`src/rtl/parking_pkg.sv`:
```
`default_nettype none
// +--------------------------------------------------------------------------+
// | Package : parking_pkg                                                    |
// | Shared definitions for the smart parking entry and register-manager      |
// | blocks: session state encoding, bus widths, token LFSR taps, and the     |
// | time nibble that steers a session to the P register.                    |
// | Revision: 1.0                                                            |
// +--------------------------------------------------------------------------+
package parking_pkg;

  localparam int TOKEN_W = 3;
  localparam int TIME_W  = 8;

  // Taps for x^3 + x^2 + 1: feedback is the XOR of bits 2 and 1.
  localparam logic [TOKEN_W-1:0] LFSR_TAPS = 3'b110;

  // time_data[7:4] equal to this value selects the P register downstream.
  localparam logic [3:0] P_NIBBLE = 4'hF;

  typedef enum logic [2:0] {
    IDLE    = 3'd0,
    WAIT    = 3'd1,
    GRANT   = 3'd2,
    GAP     = 3'd3,
    LOCKOUT = 3'd4
  } state_t;

  // One Fibonacci step: shift left, feedback into bit 0.
  function automatic logic [TOKEN_W-1:0] lfsr_next(input logic [TOKEN_W-1:0] q);
    return {q[TOKEN_W-2:0], ^(q & LFSR_TAPS)};
  endfunction

endpackage
`default_nettype wire

```
`src/rtl/token_lfsr.sv`:
```
`default_nettype none
// +--------------------------------------------------------------------------+
// | Module  : token_lfsr                                                     |
// | Free-running 3-bit Fibonacci LFSR (x^3+x^2+1, period 7). Advances on     |
// | every clock, so with a non-zero seed it never produces zero.             |
// | Ports   : clock  - system clock (rising edge)                            |
// |           reset  - synchronous, active-low; loads SEED                   |
// |           value  - current LFSR contents                                 |
// | Revision: 1.0                                                            |
// +--------------------------------------------------------------------------+
module token_lfsr
  import parking_pkg::*;
#(
  parameter logic [TOKEN_W-1:0] SEED = 3'b101
) (
  input  logic               clock,
  input  logic               reset,
  output logic [TOKEN_W-1:0] value
);

  logic [TOKEN_W-1:0] r_state;

  always_ff @(posedge clock) begin
    if (!reset) begin
      r_state <= SEED;
    end else begin
      r_state <= lfsr_next(r_state);
    end
  end

  assign value = r_state;

endmodule
`default_nettype wire

```
`src/rtl/token_issuer.sv`:
```
`default_nettype none
// +--------------------------------------------------------------------------+
// | Module  : token_issuer                                                   |
// | Entry-side session controller. Draws a token when a car arrives, holds   |
// | request/system_token/time_data to the register manager, waits for the    |
// | P/Q enable, opens the gate on a grant, retries or locks out on timeout.  |
// | Ports   : clock, reset (sync, active-low)                                |
// |           car_arrive      - entry presence sensor (level)                |
// |           p_en, q_en      - register enables from the register manager   |
// |           request         - session active                               |
// |           system_token    - token of current session                     |
// |           time_data       - lot time counter                             |
// |           gate_open       - barrier drive                                |
// |           lot_p           - last grant went to P (1) or Q (0)            |
// |           session_fail    - one-cycle pulse per timed-out attempt        |
// |           lockout         - high while locked out                        |
// | Revision: 1.0                                                            |
// +--------------------------------------------------------------------------+
module token_issuer
  import parking_pkg::*;
#(
  parameter int                 TIMEOUT_CYCLES = 255,
  parameter int                 GATE_CYCLES    = 64,
  parameter int                 MAX_ATTEMPTS   = 3,
  parameter int                 TICK_DIV       = 16,
  parameter logic [TOKEN_W-1:0] LFSR_SEED      = 3'b101
) (
  input  logic               clock,
  input  logic               reset,
  input  logic               car_arrive,
  input  logic               p_en,
  input  logic               q_en,
  output logic               request,
  output logic [TOKEN_W-1:0] system_token,
  output logic [TIME_W-1:0]  time_data,
  output logic               gate_open,
  output logic               lot_p,
  output logic               session_fail,
  output logic               lockout
);

  localparam int c_to_w   = (TIMEOUT_CYCLES > 1) ? $clog2(TIMEOUT_CYCLES) : 1;
  localparam int c_gate_w = (GATE_CYCLES > 1) ? $clog2(GATE_CYCLES) : 1;
  localparam int c_pre_w  = (TICK_DIV > 1) ? $clog2(TICK_DIV) : 1;
  localparam int c_att_w  = $clog2(MAX_ATTEMPTS + 1);

  localparam logic [c_to_w-1:0]   c_to_max   = c_to_w'(TIMEOUT_CYCLES - 1);
  localparam logic [c_gate_w-1:0] c_gate_max = c_gate_w'(GATE_CYCLES - 1);
  localparam logic [c_pre_w-1:0]  c_pre_max  = c_pre_w'(TICK_DIV - 1);
  localparam logic [c_att_w-1:0]  c_max_att  = c_att_w'(MAX_ATTEMPTS);

  logic [TOKEN_W-1:0] w_lfsr;

  token_lfsr #(.SEED(LFSR_SEED)) u_lfsr (
    .clock (clock),
    .reset (reset),
    .value (w_lfsr)
  );

  // Lot time base: runs in every state, independent of the session FSM.
  logic [c_pre_w-1:0] r_pre;
  logic [TIME_W-1:0]  r_time;

  always_ff @(posedge clock) begin
    if (!reset) begin
      r_pre  <= '0;
      r_time <= '0;
    end else if (r_pre == c_pre_max) begin
      r_pre  <= '0;
      r_time <= r_time + 1'b1;
    end else begin
      r_pre  <= r_pre + 1'b1;
    end
  end

  // Session FSM state and registered outputs.
  state_t              r_state, w_state;
  logic                r_request, w_request;
  logic [TOKEN_W-1:0]  r_token, w_token;
  logic                r_gate, w_gate;
  logic                r_lot_p, w_lot_p;
  logic                r_fail, w_fail;
  logic                r_lockout, w_lockout;
  logic [c_to_w-1:0]   r_tcnt, w_tcnt;
  logic [c_gate_w-1:0] r_gcnt, w_gcnt;
  logic                r_gap, w_gap;
  logic [c_att_w-1:0]  r_attempts, w_attempts;
  logic                r_last_failed, w_last_failed;

  always_ff @(posedge clock) begin
    if (!reset) begin
      r_state       <= IDLE;
      r_request     <= 1'b0;
      r_token       <= '0;
      r_gate        <= 1'b0;
      r_lot_p       <= 1'b0;
      r_fail        <= 1'b0;
      r_lockout     <= 1'b0;
      r_tcnt        <= '0;
      r_gcnt        <= '0;
      r_gap         <= 1'b0;
      r_attempts    <= '0;
      r_last_failed <= 1'b0;
    end else begin
      r_state       <= w_state;
      r_request     <= w_request;
      r_token       <= w_token;
      r_gate        <= w_gate;
      r_lot_p       <= w_lot_p;
      r_fail        <= w_fail;
      r_lockout     <= w_lockout;
      r_tcnt        <= w_tcnt;
      r_gcnt        <= w_gcnt;
      r_gap         <= w_gap;
      r_attempts    <= w_attempts;
      r_last_failed <= w_last_failed;
    end
  end

  always_comb begin
    w_state       = r_state;
    w_request     = r_request;
    w_token       = r_token;
    w_gate        = r_gate;
    w_lot_p       = r_lot_p;
    w_fail        = 1'b0;
    w_lockout     = r_lockout;
    w_tcnt        = r_tcnt;
    w_gcnt        = r_gcnt;
    w_gap         = r_gap;
    w_attempts    = r_attempts;
    w_last_failed = r_last_failed;

    case (r_state)
      IDLE: begin
        if (car_arrive) begin
          w_state   = WAIT;
          w_request = 1'b1;
          w_token   = w_lfsr;
          w_tcnt    = '0;
        end
      end

      WAIT: begin
        w_tcnt = r_tcnt + 1'b1;
        // Abort beats grant, and a grant on the last cycle beats timeout.
        if (!car_arrive) begin
          w_state       = GAP;
          w_request     = 1'b0;
          w_gap         = 1'b0;
          w_last_failed = 1'b0;
        end else if (p_en || q_en) begin
          w_state = GRANT;
          w_gate  = 1'b1;
          w_lot_p = p_en;
          w_gcnt  = '0;
        end else if (r_tcnt == c_to_max) begin
          w_state       = GAP;
          w_fail        = 1'b1;
          w_request     = 1'b0;
          w_attempts    = r_attempts + 1'b1;
          w_last_failed = 1'b1;
          w_gap         = 1'b0;
        end
      end

      GRANT: begin
        w_gcnt = r_gcnt + 1'b1;
        if (r_gcnt == c_gate_max) begin
          w_state       = GAP;
          w_request     = 1'b0;
          w_gate        = 1'b0;
          w_attempts    = '0;
          w_last_failed = 1'b0;
          w_gap         = 1'b0;
        end
      end

      GAP: begin
        // Two cycles with request low so the far end sees both edges.
        w_gap = 1'b1;
        if (r_gap) begin
          if (r_attempts == c_max_att) begin
            w_state   = LOCKOUT;
            w_lockout = 1'b1;
          end else if (r_last_failed && car_arrive) begin
            w_state   = WAIT;
            w_request = 1'b1;
            w_token   = w_lfsr;
            w_tcnt    = '0;
          end else begin
            w_state = IDLE;
          end
        end
      end

      LOCKOUT: begin
        if (!car_arrive) begin
          w_state       = IDLE;
          w_lockout     = 1'b0;
          w_attempts    = '0;
          w_last_failed = 1'b0;
        end
      end

      default: w_state = IDLE;
    endcase
  end

  assign request      = r_request;
  assign system_token = r_token;
  assign time_data    = r_time;
  assign gate_open    = r_gate;
  assign lot_p        = r_lot_p;
  assign session_fail = r_fail;
  assign lockout      = r_lockout;

endmodule
`default_nettype wire

```
`config.mk`:
```
export PLATFORM = sky130hd
export DESIGN_NAME = token_issuer
export DESIGN_NICKNAME = d
export VERILOG_FILES = /design/src/rtl/parking_pkg.sv /design/src/rtl/token_lfsr.sv /design/src/rtl/token_issuer.sv
export SDC_FILE = /design/constraint.sdc
export NUM_CORES = 1
export LEC_CHECK = 0
export BUFFER_PORTS_ARGS = -buffer_cell sky130_fd_sc_hd__buf_4
export CAP_MARGIN = 20
export CORE_AREA = 10 10 77 79
export DETAILED_ROUTE_END_ITERATION = 6
export DIE_AREA = 0 0 87 89
export PLACE_DENSITY = 0.7
export SETUP_SLACK_MARGIN = 0.2
export SLEW_MARGIN = 20
export SYNTH_ARGS = -nofsm -noshare
export SYNTH_HDL_FRONTEND = slang
export SYNTH_SLANG_ARGS = --single-unit
```
`constraint.sdc`:
```
create_clock -name clock -period 2.2 [get_ports clock]
set_input_delay 0.11 -clock clock [delete_from_list [all_inputs] [get_ports clock]]
set_output_delay 0.11 -clock clock [all_outputs]
set_load 0.03 [all_outputs]
```
# Word-level counts from Yosys, hierarchy flattened
# Index checks and enable logic that the tools add are counted.
word_totals:
  ff_bits: 44
  inputBits: 5
  out_inout_bits: 16
  wordCells: 120
classes:
  add_sub_neg: 5
  n_eq_ne: 22
  muxes: 51
  bitwise: 3
  reduce_logical: 24
ops:
  columns: ["operator", "count"]
  rows:
  - ["3-bit 2-to-1 mux", 12]
  - ["8-bit 2-to-1 mux", 4]
  - ["8-bit one-hot mux with 3 select lines", 1]
  - ["2-bit inequality test (second input constant)", 11]
  - ["5-bit AND reduction", 4]
  - ["1-bit 2-to-1 mux", 18]
  - ["8-bit by 1-bit adder with 8-bit output (second input constant)", 2]
  - ["3-bit one-hot mux with 5 select lines", 1]
  - ["6-bit 2-to-1 mux", 2]
  - ["6-bit one-hot mux with 2 select lines", 1]
  - ["4-bit AND reduction", 3]
  - ["2-bit 2-to-1 mux", 5]
  - ["3-bit nonzero test", 3]
  - ["8-bit equality test (second input constant)", 1]
  - ["8-bit AND reduction", 1]
  - ["6-bit by 1-bit adder with 6-bit output (second input constant)", 1]
  - ["3-bit by 2-bit equality test with 1-bit output (second input constant)", 2]
  - ["6-bit equality test (second input constant)", 1]
  - ["3-bit inequality test (second input constant)", 2]
  - ["1-bit one-hot mux with 3 select lines", 2]
  - ["2-bit one-hot mux with 3 select lines", 1]
  - ["3-bit one-hot mux with 2 select lines", 1]
  - ["3-bit AND reduction", 2]
  - ["6-bit AND reduction", 1]
  - ["18 further kinds", 23]

# Longest topological paths before layout
# Gate-level depths: netlist of the first run.
logic_depth:
  depth_word: 5
  ltp_mapped: 6
  ltp_nobuf: 6

# Cells and area by module
# From an unflattened synthesis of the first run, not the netlist that was laid out.
unflattened:
  hier_cells: 231
  hier_area_um2: 2038.2
by_module_without_submodules:
  columns: ["mod", "n_inst", "cells_per_inst", "area_each_um2", "seq_area_each_um2"]
  rows:
  - ["token_issuer", 1, 224, 1953.1, 820.8]
  - ["token_lfsr", 1, 7, 85.1, 60.1]

# Worst setup path before layout of the first run
# Ideal clock, no wire load.
synth_timing:
  kind: "flip-flop to flip-flop"
  startpoint: "register r_attempts[0]"
  endpoint: "register r_tcnt[3]"
  setup_ns: 0.072
  arrival_time_ns: 1.706
  t_required_ns: 2.128
  setup_slack_ns: 0.422
  stages_incl_launch_ff: 6
  path_buffers: 0
  period_less_slack_ns: 1.778
  path_cell_list: "dfxtp_1 -> ha_1 -> nand4b_4 -> a221o_1 -> or4_1 -> a21oi_1"
synth_between:
  elab_chain_len: 3
synth_lines:
  columns: ["item", "line_no", "source"]
  rows:
  - ["start: declaration", "token_issuer.sv:87", "logic [c_att_w-1:0] r_attempts, w_attempts;"]
  - ["start signal: assignment", "token_issuer.sv:115", "r_attempts <= w_attempts;"]
  - ["2-bit equality test", "token_issuer.sv:183", "if (r_attempts == c_max_att) begin"]
  - ["2-bit inequality test (no line)", null, null]
  - ["5-bit AND reduction (no line)", null, null]
  - ["end signal: assignment", "token_issuer.sv:112", "r_tcnt <= w_tcnt;"]
  - ["end: declaration", "token_issuer.sv:84", "logic [c_to_w-1:0] r_tcnt, w_tcnt;"]
# Every way passes these cells.
# A chain may end at the register's enable or synchronous reset.

# Worst setup path in the final report of the first run
layout_timing:
  startpoint: "register r_state[1]"
  endpoint: "register r_tcnt[3]"
layout_between:
  elab_chain_len: 3
  word_cells_on_any_way: 10
  classes_between: "eq/ne: 6; mux: 1; reduce/logical: 3"
layout_lines:
  columns: ["item", "line_no", "source"]
  rows:
  - ["start: declaration", "token_issuer.sv:77", "state_t r_state, w_state;"]
  - ["start signal: assignment", "token_issuer.sv:105", "r_state <= w_state;"]
  - ["3-bit by 2-bit equality test with 1-bit output, or another cell as far along", "token_issuer.sv:134", "case (r_state)"]
  - ["2-bit inequality test (no line) / 3-bit nonzero test (equally long branches)", null, null]
  - ["5-bit AND reduction (no line)", null, null]
# Parallel ways exist; a longest one is shown, timed or not.

==> reports/metrics.yaml, run 1 <==
cts_root_buffer: "sky130_fd_sc_hd__clkbuf_8"
placement.cell_area_um2: 2340
post_synth_num_cell_types: 51
register_area_um2: 882
final.fill_count: 397
cts-buffers-inserted: 5
achievable-frequency_ghz: 0.529
detail_route.drc_violations: 0
detailedRoute.firstPassIterationCount: 4
worst_clock_skew_ns: 0.00553
synth_seq_area_share_pct: 40.9
worst_hold_path.endpoint: "lot_p$_SDFFE_PN0P_"
reg2reg_slack_ns: 0.31
drtAntennaViolNets: 0
final_area_um2: 2440
crit-reg2reg-launch: "r_state[1]$_SDFFE_PN0P_"
syn-instance-count: 247
timing.setup.tns_ns: 0
worstHoldPathType: "input pin to flip-flop"
signed_area_change_from_the_synthesized_netlist_to_the_final_layout_pct: 13.2
required_time_at_the_worst_slack_endpoint_ns: 2.43
area_used_by_multi_input_combinational_logic_um2: 1190
count_of_pins_over_their_slew_limit: 0
worstSetupStartpointType: "flip-flop"
period_minus_slack_ns: 1.89
total_via_count_in_the_routed_design: 1799
worst_r2r_path_depth: 5
worst_setup_hold_path_clk_slew_ns: 0.09
global_route_wire_length_before_repair_mm: 7.87
routabilityCongestion: 0.855
placementRows: 25
clock_path_buffers: 2
top_level_i_o_count: 21
layout_worst_path_cycle_share_pct: 86.0
peak_fanout_along_the_critical_path: 12
worst_path_largest_cell_delay_ns: 0.49
max-slew-margin-rel_pct: 56.7
holdBufCountCts: 0
wl_mm: 4.42
insertion_delay_ns: 0.30
antenna_violations_before_repair: 0
stages_on_the_worst_setup_path: 5
timing.final.ws_setup_ns: 0.309
post_route_cells_drive_above_1_share_pct: 16.2
crit_path_cell_trace: "buf_4 > nand2b_1 > a221o_2 > or4_1 > a21oi_1"
post_synth.cell_area_avg_um2: 8.72
post_dr_vias_cell: 5.62
initial_core_util_pct: 47.5
ys_async_sr_fraction_pct: 0
io_buffers: 20
die_x_um: 87
worst-setup-path-type: "flip-flop to flip-flop"
setup_viol_count_final: 0
grt_pass1_vias: 1798
end_kind: "flip-flop"
leakage_nw: 0.978
worst-path-buf-inv: 1
die-height_um: 89
critical_path.slowest_cell: "sky130_fd_sc_hd__or4_1"
avgRoutedWirePerCell_um: 13.8
cts_tree: "done"
synth_flop_cell: "sky130_fd_sc_hd__dfxtp_1"
syn_nets: 258
synth-edff-count: 0
holdPathStages: 3
pre_cts_ws_ns: 0.306
worstPathArrival_ns: 2.12
fin_worst_hold_slack_ns: 0.0669
insertedDiodeCount: 0
synth_area_um2: 2150
ir_drop_mv: 0.426
timing_worst_slew_pin_value_ns: 0.643
crit_family: "simple AND/OR/NAND/NOR gates"
max-cap-violations: 0
core_area_um2: 4540
run_status: "complete, no violations"
number_of_synthesized_register_bits: 44
grt_start_max_net_pins: 21
unrepaired_setup_endpoints_after_global_routing: "false"
timing_hold_violations_final: 0
worst_r2r_endpoint: "r_tcnt[3]$_SDFFE_PN0P_"
htreeDepth: 2
power_density_nw_per_um2: 925
dpl.hpwl_mm: 3.27
finalNetCount: 276
cts.sinks: 44
detailedRoute.firstIterationViolations: 85
die_outline_area_um2: 7740
min_from: "p_en"
synth-warning-count: 0
grt_overflow: 0
overall_track_demand_over_capacity_in_global_routing_pct: 12.3
registers in the layout, indices dropped and copies added, names as in the netlist, 2 cells and up:
signal / count
r_attempts: 2
u_lfsr.value: 3
r_pre: 4
r_gcnt: 6
r_tcnt: 8
time_data: 8
r_state: 3
system_token: 3
power by group:
part | internal (mW) | switching [mW]
combinational | 0.332 | 0.425
sequential | 0.885 | 0.103
clock | 0.225 | 0.287
worst max-delay path by stage:
stage	from	slack, ns	to
after global routing	r_state[1]$_SDFFE_PN0P_	0.20	r_tcnt[2]$_SDFFE_PN0P_
after floorplan	r_attempts[0]$_SDFFE_PN0P_	0.42	r_tcnt[3]$_SDFFE_PN0P_
after global placement	r_state[0]$_SDFFE_PN0P_	0.34	r_tcnt[3]$_SDFFE_PN0P_
after detailed placement	r_state[0]$_SDFFE_PN0P_	0.31	r_tcnt[3]$_SDFFE_PN0P_
after CTS	r_attempts[0]$_SDFFE_PN0P_	0.27	r_tcnt[3]$_SDFFE_PN0P_
final	r_state[1]$_SDFFE_PN0P_	0.31	r_tcnt[3]$_SDFFE_PN0P_
tightest hold or removal path, stage by stage:
cell and delay [ns]:
sky130_fd_sc_hd__buf_4 0.12, sky130_fd_sc_hd__nand2_1 0.05, sky130_fd_sc_hd__a21oi_1 0.05
stage by stage:
step | utilization [%] | instances | power, mW
6_report | 53.8 | 320 | 2.26
5_1_grt | 53.8 | 320 | 2.43
4_1_cts | 53.7 | 320 | 2.27
3_5_place_dp | 51.7 | 312 | 1.75
3_3_place_gp | 51.7 | 312 | 1.74
2_1_floorplan | - | 247 | 1.56
placed cells by master (no fill, tap or decap), types with 2 or more instances in the layout:
cell,instances
sky130_fd_sc_hd__or2_2,3
sky130_fd_sc_hd__nand3b_1,2
sky130_fd_sc_hd__nand3_1,13
sky130_fd_sc_hd__mux2i_1,7
sky130_fd_sc_hd__buf_4,24
sky130_fd_sc_hd__or4bb_1,2
sky130_fd_sc_hd__a31oi_1,2
sky130_fd_sc_hd__o21ai_0,15
sky130_fd_sc_hd__and2_1,3
sky130_fd_sc_hd__a211oi_1,2
sky130_fd_sc_hd__nand4_1,7
sky130_fd_sc_hd__xnor2_1,3
sky130_fd_sc_hd__nand2b_1,5
sky130_fd_sc_hd__clkbuf_8,5
sky130_fd_sc_hd__a21oi_1,20
sky130_fd_sc_hd__clkinvlp_4,2
sky130_fd_sc_hd__or4_1,3
sky130_fd_sc_hd__or3_1,3
sky130_fd_sc_hd__o31ai_1,4
sky130_fd_sc_hd__dfxtp_1,43
sky130_fd_sc_hd__o211ai_1,3
sky130_fd_sc_hd__inv_1,8
sky130_fd_sc_hd__nor3b_1,2
sky130_fd_sc_hd__nor2_1,18
sky130_fd_sc_hd__ha_1,6
sky130_fd_sc_hd__and3_1,4
sky130_fd_sc_hd__xor2_1,9
sky130_fd_sc_hd__nor4_1,2
sky130_fd_sc_hd__nand2_1,22
Yosys cell counts (2+ instances only):
cell type                  count  area [µm²]
sky130_fd_sc_hd__nand2_1      22        82.6
sky130_fd_sc_hd__nand2b_1      5        31.3
sky130_fd_sc_hd__a211oi_1      2        15.0
sky130_fd_sc_hd__nand3_1      13        65.1
sky130_fd_sc_hd__a31oi_1       2        12.5
sky130_fd_sc_hd__nor3b_1       2        15.0
sky130_fd_sc_hd__clkbuf_1      8        30.0
sky130_fd_sc_hd__dfxtp_1      44         881
sky130_fd_sc_hd__xnor2_1       3        26.3
sky130_fd_sc_hd__nor2_1       18        67.6
sky130_fd_sc_hd__nand3b_1      2        15.0
sky130_fd_sc_hd__o21ai_0      15        75.1
sky130_fd_sc_hd__buf_2         4        20.0
sky130_fd_sc_hd__xor2_1        9        78.8
sky130_fd_sc_hd__o31ai_1       4        30.0
sky130_fd_sc_hd__and2_1        3        18.8
sky130_fd_sc_hd__o211ai_1      3        22.5
sky130_fd_sc_hd__or4bb_1       2        22.5
sky130_fd_sc_hd__a21oi_1      20         100
sky130_fd_sc_hd__and3_1        4        25.0
sky130_fd_sc_hd__or3_1         3        18.8
sky130_fd_sc_hd__or4_1         3        22.5
sky130_fd_sc_hd__nand4_1       7        43.8
sky130_fd_sc_hd__ha_1          6        75.1
sky130_fd_sc_hd__mux2i_1       7        70.1
sky130_fd_sc_hd__inv_1         8        30.0
sky130_fd_sc_hd__or2_2         3        18.8
sky130_fd_sc_hd__nor4_1        2        12.5
cells by family after synthesis:
family / share of synthesized area [%]
flip-flops: 40.9
buffers and inverters: 4.07
AND/OR/NAND/NOR: 26.5
multiplexers: 3.25
XOR/XNOR: 4.88
adder cells (fa/ha/maj): 3.49
AO/OA/AOI/OAI: 16.9
layer usage:
layer | vias to the layer above | wire, µm | track usage (%)
li1 | 926 | - | -
met1 | 838 | 2090 | 14.6
met2 | 24 | 2080 | 19.9
met3 | 11 | 169 | 3.83
met4 | 0 | 78 | 5.30
met5 | - | 0 | 0
area by class of cell:
type,count,share of cell area [%]
inverter,8,1.23
clock inverter,3,0.975
multi-input combinational,182,48.6
timing repair buffer,24,7.39
tap,54,2.77
sequential,44,36.2
clock buffer,5,2.82
what timing repair did:
action | 4_1_cts | 5_1_grt
endpoints found under the setup margin | 0 | 4
gates resized for setup | 0 | 2
setup buffers | 0 | 0
(Power assumes the default switching activity.)
==> run 2, diff against run 1 <==
- MAX_ROUTING_LAYER: unset -> met4
==> run 2 against run 1 <==
Register-to-register slack about the same. First-iteration DRC count down 8.2%. Non-clock buffer count unchanged. Wire length about the same. Via count down 0.22%. Clock power about the same. Sequential share of layout area unchanged. Critical endpoint unchanged. Largest cell class unchanged. Highest routed layer unchanged.
==> reports/metrics.yaml, run 2 (synthesis gave the netlist of run 1 again) <==
run_status: "complete, no violations"
grt.met2_usage_pct: 19.9
drtAntennaViolNets: 0
commonest_non_fill_non_tap_cells_in_the_layout: "43 x sky130_fd_sc_hd__dfxtp_1, 24 x sky130_fd_sc_hd__buf_4, 22 x sky130_fd_sc_hd__nand2_1, 20 x sky130_fd_sc_hd__a21oi_1, 18 x sky130_fd_sc_hd__nor2_1"
end_kind: "flip-flop"
required_time_at_the_worst_slack_endpoint_ns: 2.43
max-slew-margin-rel_pct: 56.9
cts_repair_resize_count: 0
worst_path_largest_cell_delay_ns: 0.49
worstPathArrival_ns: 2.12
post_route_cells_drive_above_1_share_pct: 16.2
placementRows: 25
layout_worst_path_cycle_share_pct: 86.1
finalNetCount: 276
cts_tree: "done"
insertedDiodeCount: 0
worstHoldPathType: "input pin to flip-flop"
worst_r2r_endpoint: "r_tcnt[3]$_SDFFE_PN0P_"
period_minus_slack_ns: 1.89
crit-reg2reg-launch: "r_state[1]$_SDFFE_PN0P_"
post_cts_buffers: 0
die_outline_area_um2: 7740
cts.sinks: 44
signed_area_change_from_the_synthesized_netlist_to_the_final_layout_pct: 13.2
worst_setup_hold_path_clk_slew_ns: 0.09
cts-buffers-inserted: 5
dpl.hpwl_mm: 3.27
holdBufCountCts: 0
global_route.usage.met1_pct: 14.8
detailedRoute.firstPassIterationCount: 4
worst_hold_path.endpoint: "lot_p$_SDFFE_PN0P_"
ir_drop_mv: 0.426
grt_start_max_net_pins: 21
grt_overflow: 0
die-height_um: 89
detailedRoute.firstIterationViolations: 78
global_route_wire_length_before_repair_mm: 7.87
top_level_i_o_count: 21
core_area_um2: 4540
die_x_um: 87
reg2reg_slack_ns: 0.31
worst_r2r_path_depth: 5
count_of_pins_over_their_slew_limit: 0
max-cap-violations: 0
timing_worst_slew_pin_value_ns: 0.640
min_from: "p_en"
setup_viol_count_final: 0
worst_clock_skew_ns: 0.00535
timing.setup.tns_ns: 0
peak_fanout_along_the_critical_path: 12
routabilityCongestion: 0.869
worst-setup-path-type: "flip-flop to flip-flop"
initial_core_util_pct: 47.5
achievable-frequency_ghz: 0.528
io_buffers: 20
htreeDepth: 2
avgRoutedWirePerCell_um: 13.8
unrepaired_setup_endpoints_after_global_routing: "false"
holdPathStages: 3
clock_path_buffers: 2
grt_util_met3_pct: 3.56
detail_route.drc_violations: 0
total_via_count_in_the_routed_design: 1795
cts_root_buffer: "sky130_fd_sc_hd__clkbuf_8"
leakage_nw: 0.978
crit_path_cell_trace: "buf_4 > nand2b_1 > a221o_2 > or4_1 > a21oi_1"
overall_track_demand_over_capacity_in_global_routing_pct: 12.6
timing.final.ws_setup_ns: 0.306
critical_path.slowest_cell: "sky130_fd_sc_hd__or4_1"
gr-max-usage-layer: "met2"
worstSetupStartpointType: "flip-flop"
antenna_violations_before_repair: 0
pre_cts_ws_ns: 0.306
mostFrequentLayoutCell: "sky130_fd_sc_hd__dfxtp_1"
timing_hold_violations_final: 0
post_dr_vias_cell: 5.61
power_density_nw_per_um2: 927
grt_pass1_vias: 1801
wl_mm: 4.42
insertion_delay_ns: 0.30
[run 2: cell counts in the layout (fill, tap and decap cells not counted)]
Identical to the previous run, type by type.
[run 2: cell type report]
type	count	area, µm²
timing repair buffer	24	180
tap	54	67.6
clock inverter	3	23.8
sequential	44	882
inverter	8	30.0
multi-input combinational	182	1190
clock buffer	5	68.8
fill	397	2100
[run 2: critical path: cells and delay by family, from the launching register on]
family	cells	cell delay [ns]
and+or+nand+nor	2	0.64
AOI/OAI and AO/OA	2	0.55
DFF	1	0.41
buffers and inverters	1	0.21
[run 2: power breakdown]
| group | internal [mW] | total [mW] | switching (mW) |
|---|---|---|---|
| clock network | 0.225 | 0.512 | 0.287 |
| registers | 0.885 | 0.988 | 0.103 |
| logic | 0.332 | 0.759 | 0.427 |
[run 2: per-layer routing]
layer | part of all wire (%) | wire length (µm) | up-vias
met5 | 0 | 0 | -
met4 | 1.8 | 78 | 0
met3 | 3.7 | 162 | 11
met2 | 47 | 2070 | 25
met1 | 48 | 2110 | 834
li1 | - | - | 925
[run 2: worst max-delay path by stage]
stage | start | end | slack, ns | depth (start not counted)
2_1_floorplan | r_attempts[0]$_SDFFE_PN0P_ | r_tcnt[3]$_SDFFE_PN0P_ | 0.42 | 5
3_3_place_gp | r_state[0]$_SDFFE_PN0P_ | r_tcnt[3]$_SDFFE_PN0P_ | 0.34 | 4
3_5_place_dp | r_state[0]$_SDFFE_PN0P_ | r_tcnt[3]$_SDFFE_PN0P_ | 0.31 | 4
4_1_cts | r_attempts[0]$_SDFFE_PN0P_ | r_tcnt[3]$_SDFFE_PN0P_ | 0.27 | 5
5_1_grt | r_state[1]$_SDFFE_PN0P_ | r_tcnt[2]$_SDFFE_PN0P_ | 0.20 | 5
6_report | r_state[1]$_SDFFE_PN0P_ | r_tcnt[3]$_SDFFE_PN0P_ | 0.31 | 5
[run 2: per-stage QoR]
stage,power (mW),cell area (µm²),hold WS [ns],utilization [%],instances
2_1_floorplan,1.56,2150,0.246,-,247
3_3_place_gp,1.74,2340,0.388,51.7,312
3_5_place_dp,1.75,2340,0.387,51.7,312
4_1_cts,2.27,2440,0.0573,53.7,320
5_1_grt,2.43,2440,0.0789,53.8,320
6_report,2.26,2440,0.0668,53.8,320
==> run 3, diff against run 2 <==
- PLACE_DENSITY: 0.7 -> 0.68
==> run 3 against run 2 <==
Count of clock-buffer cells in the layout is 2 higher. Sequential share of layout area is 0.28 points lower. Combinational power is 6.2% higher. Highest routed layer unchanged. Register-to-register slack improved by 0.04 ns.
==> reports/metrics.yaml, run 3 (synthesis gave the netlist of run 1 again) <==
run_status: "complete, no violations"
timing.setup.tns_ns: 0
core_area_um2: 4540
post_dr_vias_cell: 5.66
max-cap-violations: 0
layout_worst_path_cycle_share_pct: 84.1
timing_worst_slew_pin_value_ns: 0.582
total_via_count_in_the_routed_design: 1822
worst_setup_hold_path_clk_slew_ns: 0.08
grt_overflow: 0
die-height_um: 89
worstHoldPathType: "input pin to flip-flop"
wl_mm: 4.50
cts_root_buffer: "sky130_fd_sc_hd__clkbuf_8"
cts.sinks: 44
cts_tree: "done"
detailedRoute.firstPassIterationCount: 4
mostFrequentLayoutCell: "sky130_fd_sc_hd__dfxtp_1"
global_route_wire_length_before_repair_mm: 7.97
die_x_um: 87
initial_core_util_pct: 47.5
power_density_nw_per_um2: 940
top_level_i_o_count: 21
ir_drop_mv: 0.421
detail_route.drc_violations: 0
max-slew-margin-rel_pct: 61.2
insertion_delay_ns: 0.30
grt_start_max_net_pins: 23
end_kind: "flip-flop"
critical_path.slowest_cell: "sky130_fd_sc_hd__or4_1"
antenna_violations_before_repair: 0
overall_track_demand_over_capacity_in_global_routing_pct: 12.9
finalNetCount: 278
avgRoutedWirePerCell_um: 14.0
worst_path_largest_cell_delay_ns: 0.47
htreeDepth: 2
achievable-frequency_ghz: 0.541
die_outline_area_um2: 7740
fin_worst_hold_slack_ns: 0.0844
post_route_cells_drive_above_1_share_pct: 16.0
peak_fanout_along_the_critical_path: 5
timing_hold_violations_final: 0
unrepaired_setup_endpoints_after_global_routing: "false"
worstSetupStartpointType: "flip-flop"
clock_path_buffers: 2
detailedRoute.firstIterationViolations: 95
placementRows: 25
drtAntennaViolNets: 0
cts-buffers-inserted: 5
period_minus_slack_ns: 1.85
worstPathArrival_ns: 2.08
commonest_non_fill_non_tap_cells_in_the_layout: "43 x sky130_fd_sc_hd__dfxtp_1, 25 x sky130_fd_sc_hd__buf_4, 22 x sky130_fd_sc_hd__nand2_1, 20 x sky130_fd_sc_hd__a21oi_1, 18 x sky130_fd_sc_hd__nor2_1"
required_time_at_the_worst_slack_endpoint_ns: 2.43
worst-setup-path-type: "flip-flop to flip-flop"
worst_clock_skew_ns: 0.00449
routabilityCongestion: 0.798
insertedDiodeCount: 0
leakage_nw: 0.990
io_buffers: 20
dpl.hpwl_mm: 3.28
count_of_pins_over_their_slew_limit: 0
signed_area_change_from_the_synthesized_netlist_to_the_final_layout_pct: 14.1
grt_pass1_vias: 1764
setup_viol_count_final: 0
post-layout-total-power_mw: 2.31
crit_path_cell_trace: "ha_1 > nand4b_4 > a221o_2 > or4_1 > a21oi_1"
==> run 3: layout make-up <==
cell class                      count  area [µm²]
Fill cell                         424        2080
Multi-Input combinational cell    183        1200
Sequential cell                    44         882
Timing Repair Buffer               25         188
Clock buffer                        7        86.3
Tap cell                           54        67.6
Inverter                            8        30.0
Clock inverter                      1        7.51
==> run 3: path summary, 6_finish.rpt <==
check	startpoint	to	slack, ns	cells past startpoint
worst max-delay path	r_attempts[0]$_SDFFE_PN0P_	r_tcnt[5]$_SDFFE_PN0P_	0.35	5
worst min-delay path	p_en	lot_p$_SDFFE_PN0P_	0.08	3
worst max register to register	r_attempts[0]$_SDFFE_PN0P_	r_tcnt[5]$_SDFFE_PN0P_	0.35	5
worst min register to register	u_lfsr.value[0]$_SDFF_PN1_	u_lfsr.value[1]$_SDFF_PN0_	0.46	1
==> run 3: power breakdown <==
group | switching [mW] | internal (mW) | leakage [nW]
combinational | 0.455 | 0.351 | 0.588
clock | 0.272 | 0.255 | 0.0445
sequential | 0.0903 | 0.885 | 0.358
total | 0.818 | 1.49 | 0.990
==> run 3: repair_timing <==
item                                    CTS  global route
hold buffers                              0             0
resized for setup                         0             3
setup buffers                             0             0
endpoints found under the setup margin    0             6
==> run 3: critical path, delay by kind of cell (launching register included) <==
family          cells  cell delay, ns
flops               1            0.33
simple gates        2            0.67
fa+ha+maj           1            0.23
compound gates      2            0.55
==> run 3: through the flow <==
stage / area (µm²) / worst slack, ns / std cells / util (%)
after floorplan: 2150 / 0.422 / 247 / -
after global placement: 2350 / 0.345 / 313 / 51.8
after detailed placement: 2350 / 0.297 / 313 / 51.8
after CTS: 2440 / 0.275 / 321 / 53.9
after global routing: 2460 / 0.222 / 322 / 54.2
final: 2460 / 0.350 / 322 / 54.2
==> run 3: per-layer routing <==
metal	vias up	track usage, %	share of wire [%]
met1	842	15.4	49
met4	0	5.45	2.2
met5	-	-	0
met2	35	20.5	45
li1	937	-	-
met3	8	2.92	3.7
